<file path="src/rtl/tt_sweep_ctrl.sv">
// Truth-table sweep sequencer for a 3-input gate: drives all eight input vectors,
// samples the gate after a settle time and reports the 8-bit word. Optional check: TT_SWEEP_CHECK_EN.
module tt_sweep_ctrl #(
   parameter int unsigned SETTLE_CYCLES = 4,
   parameter logic [7:0]  EXPECTED      = 8'h9C
) (
   input  logic       clk,
   input  logic       rst_n,
   input  logic       start,
   input  logic       abort,
   output logic       in1,
   output logic       in2,
   output logic       in3,
   input  logic       gate_out,
   output logic       busy,
   output logic       done,
   output logic [7:0] tt,
   output logic       mismatch
);

   localparam int unsigned    CW     = $clog2(SETTLE_CYCLES + 1);
   localparam logic [CW-1:0]  RELOAD = CW'(SETTLE_CYCLES - 1);

   if (SETTLE_CYCLES < 1 || $bits(EXPECTED) != 8) begin : g_bad_param
      $error("tt_sweep_ctrl: SETTLE_CYCLES must be >= 1");
   end

   typedef enum logic [1:0] {
      S_IDLE,
      S_SETTLE,
      S_DONE
   } state_e;

   state_e          state_q, state_d;
   logic [2:0]      idx_q, idx_d;
   logic [CW-1:0]   cnt_q, cnt_d;
   logic [7:0]      cap_q, cap_d;
   logic [7:0]      tt_q, tt_d;
   logic [2:0]      vec_q, vec_d;
   logic            busy_q, busy_d;
   logic            done_q, done_d;

   always_comb begin
      state_d = state_q;
      idx_d   = idx_q;
      cnt_d   = cnt_q;
      cap_d   = cap_q;
      tt_d    = tt_q;
      case (state_q)
         S_IDLE: begin
            if (start && !abort) begin
               state_d = S_SETTLE;
               idx_d   = '0;
               cnt_d   = RELOAD;
            end
         end
         S_SETTLE: begin
            if (abort) begin
               state_d = S_IDLE;
               idx_d   = '0;
               cnt_d   = '0;
            end else if (cnt_q != '0) begin
               cnt_d = cnt_q - CW'(1);
            end else begin
               // The final sample is folded straight into tt so it is valid during done.
               cap_d = {cap_q[6:0], gate_out};
               if (idx_q != 3'd7) begin
                  idx_d = idx_q + 3'd1;
                  cnt_d = RELOAD;
               end else begin
                  state_d = S_DONE;
                  tt_d    = cap_d;
               end
            end
         end
         S_DONE: begin
            idx_d = '0;
            cnt_d = '0;
            if (start && !abort) begin
               state_d = S_SETTLE;
               cnt_d   = RELOAD;
            end else begin
               state_d = S_IDLE;
            end
         end
         default: begin
            state_d = S_IDLE;
            idx_d   = '0;
            cnt_d   = '0;
         end
      endcase
      busy_d = (state_d == S_SETTLE);
      done_d = (state_d == S_DONE);
      vec_d  = (state_d == S_SETTLE) ? idx_d : 3'b000;
   end

   always_ff @(posedge clk or negedge rst_n) begin
      if (!rst_n) begin
         state_q <= S_IDLE;
         idx_q   <= '0;
         cnt_q   <= '0;
         cap_q   <= '0;
         tt_q    <= '0;
         vec_q   <= '0;
         busy_q  <= 1'b0;
         done_q  <= 1'b0;
      end else begin
         state_q <= state_d;
         idx_q   <= idx_d;
         cnt_q   <= cnt_d;
         cap_q   <= cap_d;
         tt_q    <= tt_d;
         vec_q   <= vec_d;
         busy_q  <= busy_d;
         done_q  <= done_d;
      end
   end

`ifdef TT_SWEEP_CHECK_EN
   logic mismatch_q, mismatch_d;

   always_comb begin
      mismatch_d = mismatch_q;
      if (state_q == S_SETTLE && state_d == S_DONE) begin
         mismatch_d = (tt_d != EXPECTED);
      end
   end

   always_ff @(posedge clk or negedge rst_n) begin
      if (!rst_n) begin
         mismatch_q <= 1'b0;
      end else begin
         mismatch_q <= mismatch_d;
      end
   end

   assign mismatch = mismatch_q;
`else
   assign mismatch = 1'b0;
`endif

   assign {in1, in2, in3} = vec_q;
   assign busy            = busy_q;
   assign done            = done_q;
   assign tt              = tt_q;

endmodule

</file>
<file path="config.mk">
export PLATFORM = sky130hd
export DESIGN_NAME = tt_sweep_ctrl
export DESIGN_NICKNAME = d
export VERILOG_FILES = /design/src/rtl/tt_sweep_ctrl.sv
export SDC_FILE = /design/constraint.sdc
export NUM_CORES = 1
export LEC_CHECK = 0
export ABC_AREA = 1
export CAP_MARGIN = 40
export CORE_MARGIN = 2
export CORE_UTILIZATION = 55
export DETAILED_ROUTE_END_ITERATION = 8
export PLACE_DENSITY = 0.89
export SETUP_SLACK_MARGIN = 0.15
export SYNTH_ARGS = -nofsm -noshare
export SYNTH_HDL_FRONTEND = slang
export SYNTH_SLANG_ARGS = --single-unit
</file>
<file path="constraint.sdc">
create_clock -name clk -period 2.5 [get_ports clk]
set_clock_uncertainty 0.2 [all_clocks]
set_input_delay 0.375 -clock clk [delete_from_list [all_inputs] [get_ports clk]]
set_output_delay 0.375 -clock clk [all_outputs]
set_load 0.02 [all_outputs]
</file>
==> flow_summary.toml <==
[floorplan]
die_x_um = 52.3
die_h_um = 52.3
std_cell_rows = 17
core-area_um2 = 2210
start_util = 0.581
ios = 19
floorplan.die_area_um2 = 2740

[global_route]
grt_overflow = 0
grt_pass1_wl_um = 3810
grtUsageTotal = 0.189
grt_max_degree = 29
antenna_found_initial = 0
grt_pass1_vias = 943

[clocking]
clock_latency_ps = 320
cts_tree = "yes"
ctsHoldBuffers = 0
numCtsBuffers = 3
cts-root-buf = "clkbuf_4"
clk_pin_slew_ps = 140
clock_sinks = 28
clk_path_buf_depth = 2
cts_setup_buffers = 0
htree_num_levels = 1
ctsResizeCount = 0

[worst_setup_path]
path_buf_inv = 1
cp-start-kind = "flop"
slowest_stage = "clkdlybuf4s50_1"
path_cells = "clkdlybuf4s50_1"
crit_fanout = 2
crit_arrival_ps = 1320
crit_path_end_kind = "output pin"
crit_type = "flop to output pin"
slowest_delay_ps = 630
cp_top_family = "buffers and inverters"
r2r_setup_slack_ps = 730
worstPathRequired_ps = 1920

[yosys]
yosysSeqAreaShare = 0.545
synth_fa_ha_area_frac = 0.0292
synth.distinct_cells = 20
synthCells = 143
synthTopCellsByArea = "dfrtp_1, nand2_1, inv_1"
synth_top_area_share = 0.545
ys_seq_elements = 28
yosysWarnings = 0
synthSimpleGateAreaFrac = 0.239
synth_edf_count = 0
synth-compound-area-share = 0.0837
synth_ff_type = "dfrtp_1"
syn_nets = 151
yosys.area.top_type = "dfrtp_1"
async_reset_ff_frac = 1.00
postSynthAreaPerCell_um2 = 8.99
synth_top_family_by_area = "simple AND/OR/NAND/NOR gates"
synth-xor-area-share = 0.00682
synth_area_um2 = 1280
muxShareOfSynthArea = 0
yosysMostFrequentCell = "nand2_1"
synthTopCellsByCount = "nand2_1, dfrtp_1, inv_1, nand3_1, nor2_1"

[placement]
pre_cts_slack_ps = 525
place.port_buffers = 17
dp_cells = 186
routabilityCongestion = 0.823
place_hpwl_um = 1790

[detailed_routing]
vias_per_cell = 5.15
vias = 978
drc_errors = 0
met2_length_um = 1230
drt-initial-drc-count = 18
met3_wirelength_um = 74
dr.pass1.iters = 4
wl_met1_um = 1040
ant_nets = 0
wl_per_cell_um = 12.4
routed_wl_um = 2350
highest_layer = "met4"

[sta]
setup_slack_ps = 602
slew_viol_final = 0
hold_viol_final = 0
finalSetupTns_ps = 0
min_period_ps = 1900
max_freq_mhz = 527
post-route-period-util = 0.759
rsz0062_at_grt = "no"
setup_viol = 0

[cells_and_area]
area_growth_pct = 17.3
stdcell_count = 190
layout.nets = 171
antenna_cells = 0
fillers = 173
layout-drive-gt1-share = 0.117

[power_and_ir_drop]
ir_drop_uv = 541
leakage_uw = 0.000830
power_density_nw_per_um2 = 670

[run_status]
status = "finished clean"

[job]
max_cap_viol_count = 0

[worst_hold_path]
hold_path.class = "input pin to asynchronous set/reset pin"
routing by layer:
layer,GRT usage,up-vias
met5,0,-
met2,0.356,19
met4,0.0385,0
met3,0.0371,3
met1,0.220,481
li1,-,475
metrics by stage:
stage / hold WS [ps] / cell area, um2 / power (uW) / util
final: 209 / 1510 / 1010 / 0.682
after global routing: 236 / 1510 / 1070 / 0.682
after CTS: 224 / 1510 / 1020 / 0.682
after detailed placement: 264 / 1470 / 806 / 0.665
after global placement: 260 / 1470 / 786 / 0.665
after floorplan: -121 / 1280 / 730 / -
power by group:
part	switching (uW)	leakage (uW)	internal, uW
clock	122	0.0000210	89.0
combinational	152	0.000442	72.7
sequential	45.9	0.000367	529
flip-flops by register name (all words and copies together) (netlist names):
register / cells
tt: 8
cap_q: 7
cnt_q: 3
idx_q: 3
vec_q: 3
state_q: 2
busy: 1
done: 1
cells in the final DEF (no fill, tap or decap), drive strengths merged:
master	count
nand2	40
dfrtp	28
inv	25
clkdlybuf4s50	17
o21ai	13
nand3	12
nor2	11
a21oi	4
clkbuf	4
ha	3
nor3	1
xor2	1
nand4	1
conb	1
buf	1
cells by family after synthesis:
family / Yosys count
other: 1
DFF: 28
xor gates and xnor gates: 1
adders and majority gates: 3
and+or+nand+nor: 65
buffers and inverters: 28
AOI/OAI and AO/OA: 17
path summary, 6_finish.rpt:
path,depth (start not counted),endpoint,from
max,1,tt[7],tt[7]$_DFFE_PN0P_
min,2,cnt_q[2]$_DFFE_PN0P_,rst_n
max reg2reg,7,tt[1]$_DFFE_PN0P_,cnt_q[0]$_DFFE_PN0P_
min reg2reg,2,tt[7]$_DFFE_PN0P_,cap_q[6]$_DFFE_PN0P_
max in group asynchronous,2,idx_q[0]$_DFF_PN0_,rst_n
min in group clk,2,tt[7]$_DFFE_PN0P_,cap_q[6]$_DFFE_PN0P_
layout make-up:
class	count	area, um2	area share
clock buffer	4	36.3	0.0241
timing repair buffer	18	178	0.118
sequential	28	701	0.465
multi-input combinational	87	464	0.308
tap	28	35.0	0.0232
inverter	25	93.8	0.0622
Note: power is estimated with default switching activity, not from simulation.
